==> src/rtl/payload_bus_pkg.sv <==
// Shared types and defaults for the payload buffer arbiter.
// Holds the arbiter state encoding and the round-robin wrap helper.
package payload_bus_pkg;

    localparam int unsigned NUM_PORTS_DEFAULT = 4;
    localparam int unsigned MAX_BURST_DEFAULT = 64;

    typedef enum logic [1:0] {
        ST_IDLE  = 2'd0,
        ST_BURST = 2'd1,
        ST_GAP   = 2'd2
    } arb_state_e;

    // Port following idx, wrapping at num_ports.
    function automatic int unsigned rr_next(input int unsigned idx, input int unsigned num_ports);
        return (idx + 1 >= num_ports) ? 0 : idx + 1;
    endfunction

endpackage

==> src/rtl/payload_arbiter_rr_picker.sv <==
// Combinational round-robin picker: first requesting port at or after i_start.
// The search wraps modulo NUM_PORTS.
module rr_picker
    import payload_bus_pkg::*;
#(
    parameter  int unsigned NUM_PORTS = NUM_PORTS_DEFAULT,
    localparam int unsigned IDX_W     = $clog2(NUM_PORTS)
) (
    input  logic [NUM_PORTS-1:0] i_req,
    input  logic [IDX_W-1:0]     i_start,
    output logic                 o_valid,
    output logic [IDX_W-1:0]     o_winner
);

    int unsigned w_idx;

    always_comb begin
        o_valid  = 1'b0;
        o_winner = '0;
        w_idx    = 0;
        for (int unsigned i = 0; i < NUM_PORTS; i++) begin
            w_idx = (32'(i_start) + i) % NUM_PORTS;
            if (!o_valid && i_req[IDX_W'(w_idx)]) begin
                o_valid  = 1'b1;
                o_winner = IDX_W'(w_idx);
            end
        end
    end

endmodule

==> src/rtl/payload_arbiter.sv <==
// Round-robin arbiter granting one requester at a time a burst on the payload buffer.
// Bursts end on a final beat, a requester drop or the beat watchdog; a GAP cycle follows each.
module payload_arbiter
    import payload_bus_pkg::*;
#(
    parameter  int unsigned NUM_PORTS = NUM_PORTS_DEFAULT,
    parameter  int unsigned MAX_BURST = MAX_BURST_DEFAULT,
    localparam int unsigned IDX_W     = $clog2(NUM_PORTS),
    localparam int unsigned BEAT_W    = $clog2(MAX_BURST + 1)
) (
    input  logic                 clock,
    input  logic                 reset,
    input  logic [NUM_PORTS-1:0] req,
    input  logic [NUM_PORTS-1:0] reqWrite,
    input  logic [NUM_PORTS-1:0] wrLast,
    input  logic                 rdLast,
    output logic [NUM_PORTS-1:0] grant,
    output logic [IDX_W-1:0]     grantIndex,
    output logic                 pbEnable,
    output logic                 pbReadWrite,
    output logic                 busy,
    output logic                 abortPulse
);

    arb_state_e           r_state,     w_state_nxt;
    logic [NUM_PORTS-1:0] r_grant,     w_grant_nxt;
    logic [IDX_W-1:0]     r_grant_idx, w_grant_idx_nxt;
    logic [IDX_W-1:0]     r_rr_ptr,    w_rr_ptr_nxt;
    logic                 r_pb_en,     w_pb_en_nxt;
    logic                 r_pb_rw,     w_pb_rw_nxt;
    logic                 r_busy,      w_busy_nxt;
    logic                 r_abort,     w_abort_nxt;
    logic [BEAT_W-1:0]    r_beat,      w_beat_nxt;

    logic                 w_pick_valid;
    logic [IDX_W-1:0]     w_pick_idx;
    logic                 w_final;
    logic                 w_drop;
    logic                 w_wdog;

    rr_picker #(
        .NUM_PORTS (NUM_PORTS)
    ) u_rr_picker (
        .i_req    (req),
        .i_start  (r_rr_ptr),
        .o_valid  (w_pick_valid),
        .o_winner (w_pick_idx)
    );

    // Burst termination terms; only meaningful while in BURST.
    assign w_final = r_pb_rw ? wrLast[r_grant_idx] : rdLast;
    assign w_drop  = ~req[r_grant_idx];
    assign w_wdog  = (r_beat >= BEAT_W'(MAX_BURST));

    always_comb begin
        w_state_nxt     = r_state;
        w_grant_nxt     = r_grant;
        w_grant_idx_nxt = r_grant_idx;
        w_rr_ptr_nxt    = r_rr_ptr;
        w_pb_en_nxt     = r_pb_en;
        w_pb_rw_nxt     = r_pb_rw;
        w_busy_nxt      = r_busy;
        w_abort_nxt     = 1'b0;
        w_beat_nxt      = r_beat;
        case (r_state)
            ST_IDLE, ST_GAP: begin
                if (w_pick_valid) begin
                    w_state_nxt     = ST_BURST;
                    w_grant_nxt     = NUM_PORTS'(1) << w_pick_idx;
                    w_grant_idx_nxt = w_pick_idx;
                    w_rr_ptr_nxt    = IDX_W'(rr_next(32'(w_pick_idx), NUM_PORTS));
                    w_pb_en_nxt     = 1'b1;
                    w_pb_rw_nxt     = reqWrite[w_pick_idx];
                    w_busy_nxt      = 1'b1;
                    w_beat_nxt      = BEAT_W'(1);
                end else begin
                    w_state_nxt = ST_IDLE;
                    w_grant_nxt = '0;
                    w_pb_en_nxt = 1'b0;
                    w_busy_nxt  = 1'b0;
                    w_beat_nxt  = '0;
                end
            end
            ST_BURST: begin
                // A final beat wins over any simultaneous abort cause.
                if (w_final || w_drop || w_wdog) begin
                    w_state_nxt = ST_GAP;
                    w_grant_nxt = '0;
                    w_pb_en_nxt = 1'b0;
                    w_busy_nxt  = 1'b0;
                    w_beat_nxt  = '0;
                    w_abort_nxt = ~w_final;
                end else if (r_beat < BEAT_W'(MAX_BURST)) begin
                    w_beat_nxt = r_beat + BEAT_W'(1);
                end
            end
            default: begin
                w_state_nxt = ST_IDLE;
                w_grant_nxt = '0;
                w_pb_en_nxt = 1'b0;
                w_busy_nxt  = 1'b0;
                w_beat_nxt  = '0;
            end
        endcase
    end

    always_ff @(posedge clock) begin
        if (reset) begin
            r_state     <= ST_IDLE;
            r_grant     <= '0;
            r_grant_idx <= '0;
            r_rr_ptr    <= '0;
            r_pb_en     <= 1'b0;
            r_pb_rw     <= 1'b0;
            r_busy      <= 1'b0;
            r_abort     <= 1'b0;
            r_beat      <= '0;
        end else begin
            r_state     <= w_state_nxt;
            r_grant     <= w_grant_nxt;
            r_grant_idx <= w_grant_idx_nxt;
            r_rr_ptr    <= w_rr_ptr_nxt;
            r_pb_en     <= w_pb_en_nxt;
            r_pb_rw     <= w_pb_rw_nxt;
            r_busy      <= w_busy_nxt;
            r_abort     <= w_abort_nxt;
            r_beat      <= w_beat_nxt;
        end
    end

    assign grant       = r_grant;
    assign grantIndex  = r_grant_idx;
    assign pbEnable    = r_pb_en;
    assign pbReadWrite = r_pb_rw;
    assign busy        = r_busy;
    assign abortPulse  = r_abort;

endmodule

==> config.mk <==
export PLATFORM = sky130hd
export DESIGN_NAME = payload_arbiter
export DESIGN_NICKNAME = d
export VERILOG_FILES = /design/src/rtl/payload_bus_pkg.sv /design/src/rtl/payload_arbiter_rr_picker.sv /design/src/rtl/payload_arbiter.sv
export SDC_FILE = /design/constraint.sdc
export NUM_CORES = 1
export LEC_CHECK = 0
export CORE_MARGIN = 10
export CORE_UTILIZATION = 35
export CTS_CLUSTER_SIZE = 40
export DETAILED_ROUTE_END_ITERATION = 8
export GPL_ROUTABILITY_DRIVEN = 0
export SLEW_MARGIN = 20
export SYNTH_ARGS = -nofsm -noshare
export SYNTH_HDL_FRONTEND = slang
export SYNTH_SLANG_ARGS = --single-unit
==> constraint.sdc <==
create_clock -name clock -period 3.1 [get_ports clock]
set_input_delay 0.93 -clock clock [delete_from_list [all_inputs] [get_ports clock]]
set_output_delay 0.93 -clock clock [all_outputs]
set_load 0.02 [all_outputs]
==> reports/qor.txt <==
CTS Buf Count = 3
area leader, netlist = dfxtp_1
Main synth FF type = dfxtp_1
Worst R2R End = r_beat[6]
dpl cells = 158
worst hold start = grant[2]
IO Pins = 25
vias in the first global route = 839
DRC Markers = 0
routed via count = 824
core area = 2710 µm²
most common cell in the netlist = dfxtp_1
Peak Freq = 370 MHz
vias per cell = 5.09
gr usage total = 8.36%
Yosys reg bits = 20
Detailed Route WL = 2210 µm
max_cap viols = 0
post-layout minimum cycle time = 2.70 ns
crit path max-delay cell type = or3_1
M1 GR Usage = 10.6%
required time worst endpoint = 3.31 ns
Die ar. = 5300 µm²
non-filler cells, final = 162
post-synth top area share = 41.1%
GR peak layer = met2
met2 usage = 13.1%
Rel. slew slack = 62.5%
Pre-antenna DRT Iters = 4
count of unique library cells instantiated by Yosys = 36
die span in y = 72.8 µm
FF-to-FF path depth = 4
clock-pin slew on the worst setup and hold paths = 0.11 ns
std cell rows = 19
Max FO, Critical Path = 10
Worst path top cell family by delay = simple AND/OR/NAND/NOR gates
Max clock buf depth = 2
Filler cells = 280
H-tree depth = 1
synth top area cells = dfxtp_1, nand2b_1, nand2_1, a21oi_1, nor2_1
starting density of the core = 36.0%
commonest cells in the netlist = dfxtp_1, nand2_1, a21oi_1, nand2b_1, nor2_1
worst hold-check path type = register to register
Buffers on Ports = 24
critical path data arrival time = 2.91 ns
Power Density = 487 nW/µm²
crit path buf inv count = 1
sequential element share of the synthesized area = 41.1%
Routed wire per std cell = 13.6 µm
RSZ-0062 raised after global routing = false
critical path depth = 5
synthesized area = 975 µm²
Crit Reg-Reg Startpoint = grantIndex[0]
first-pass GRT wire length = 3720 µm
worst path cell trace = clkdlybuf4s50_1 > mux4_2 > mux2_4 > or3_1 > nor4_4
root buffer cell = clkbuf_4
antenna violations before repair = 0
Tcrit/Tclk final = 87.1%
Fin. Hold Viols = 0
Die Width = 72.8 µm
Setup Fix Bufs, Post-CTS = 0
clk_skew = 0.00708 ns
Synth Net Count = 121
Syn Inst Count = 104
setup violators final = 0
CTS tree = yes
CP max stage delay = 0.54 ns
synth warn = 0
run status = complete, no violations
maximum vdd drop = 275 µV
Pleak = 0.485 nW
GRT Residual Overflow = 0
layout cell share with drive strength beyond 1 = 8.40%
worst setup path start = wrLast[3]
critical path type = input port to register
Slew Viols, Final = 0
Startpoint Class = input port
hold slack = 0.497 ns
number of diodes = 0
r2r setup slk = 0.96 ns
final net count = 149
number of synthesized flops with an enable pin = 0
crit path to = r_beat[6]
setup_tns = 0 ns
Tightest Pin Transition = 0.563 ns
pin count of the biggest net entering global routing = 15
DRT antenna net count = 0
CTS-repair resized insts = 0
Post-Syn Area per Cell = 9.37 µm²
DRT iter0 DRCs = 42
Post-synth ARST share = 0%
M3 GR Usage = 2.99%
final core occ = 47.5%
post-DP HPWL = 1710 µm
P&R area growth vs syn = 32.0%
worst skew pair latency = 0.29 ns
hold-fix buffer count after cts = 0
critical path capture point type = register
Sink Count = 20
## state kept, by name, indices dropped and copies added (netlist names)
signal       count
r_rr_ptr         2
pbReadWrite      1
r_state          2
r_beat           7
grant            4
grantIndex       2
busy             1
abortPulse       1
## through the flow
step	area [µm²]	worst slack [ns]	total power, mW
after floorplan	975	0.656	0.410
after global placement	1250	0.113	0.486
after detailed placement	1250	0.0921	0.485
after CTS	1290	0.400	0.633
after global routing	1290	0.318	0.664
final	1290	0.400	0.627
## final cells by class
type / count / area [µm²] / share of cell area (%)
well taps: 31 / 38.8 / 3.02
clock buffers: 4 / 36.3 / 2.82
inverters: 2 / 7.51 / 0.584
multi-input cells: 78 / 541 / 42.0
flip-flops and latches: 20 / 400 / 31.1
repair buffers: 27 / 263 / 20.4
## worst min-delay path, cell delays in order, from the launching register on
cell and delay [ns]:
dfxtp_1 0.33, nand2b_1 0.06, o32ai_1 0.07
## cells in the final DEF (no fill, tap or decap), drive strengths merged, types with 2 or more instances in the layout
cell type and count:
nor4b 2, clkbuf 4, nor3 5, o211ai 2, clkdlybuf4s50 24, nor2 8
ha 2, mux4 2, xor2 3, nand2b 8, a211oi 2, dfxtp 20
a21o 2, o32ai 3, nor2b 3, nand2 11, a21oi 8, buf 3
nand3 3, inv 2
## cell families (layout without fill, tap and decap cells)
kind of cell             Yosys count  count (layout)  share of synthesized area (%)
flip-flops                        20              20                           41.1
AND/OR/NAND/NOR                   47              47                           27.5
adder cells (fa/ha/maj)            2               2                           2.57
buffers and inverters              6              33                           3.47
AO/OA/AOI/OAI                     21              21                           14.2
multiplexers                       4               4                           7.57
XOR/XNOR                           4               4                           3.60
## per-layer routing
layer	vias to the layer above	share of wire [%]
met1	377	48
met4	0	0.59
met5	-	0
met2	14	45
met3	2	6.8
li1	431	-
## worst min path at each step
stage	to	slack (ns)	cells past startpoint
2_1_floorplan	r_rr_ptr[1]	0.48	2
3_3_place_gp	grant[2]	0.49	2
3_5_place_dp	grant[0]	0.48	2
4_1_cts	grant[2]	0.50	2
5_1_grt	grant[0]	0.54	2
6_report	grant[2]	0.50	2
## power by group
group	leakage (nW)	switching [mW]	internal [mW]
Clock	0.0210	0.0765	0.0714
Sequential	0.164	0.0193	0.279
Combinational	0.300	0.0890	0.0919
Total	0.485	0.185	0.442
Power figures use the tool's default switching activity.
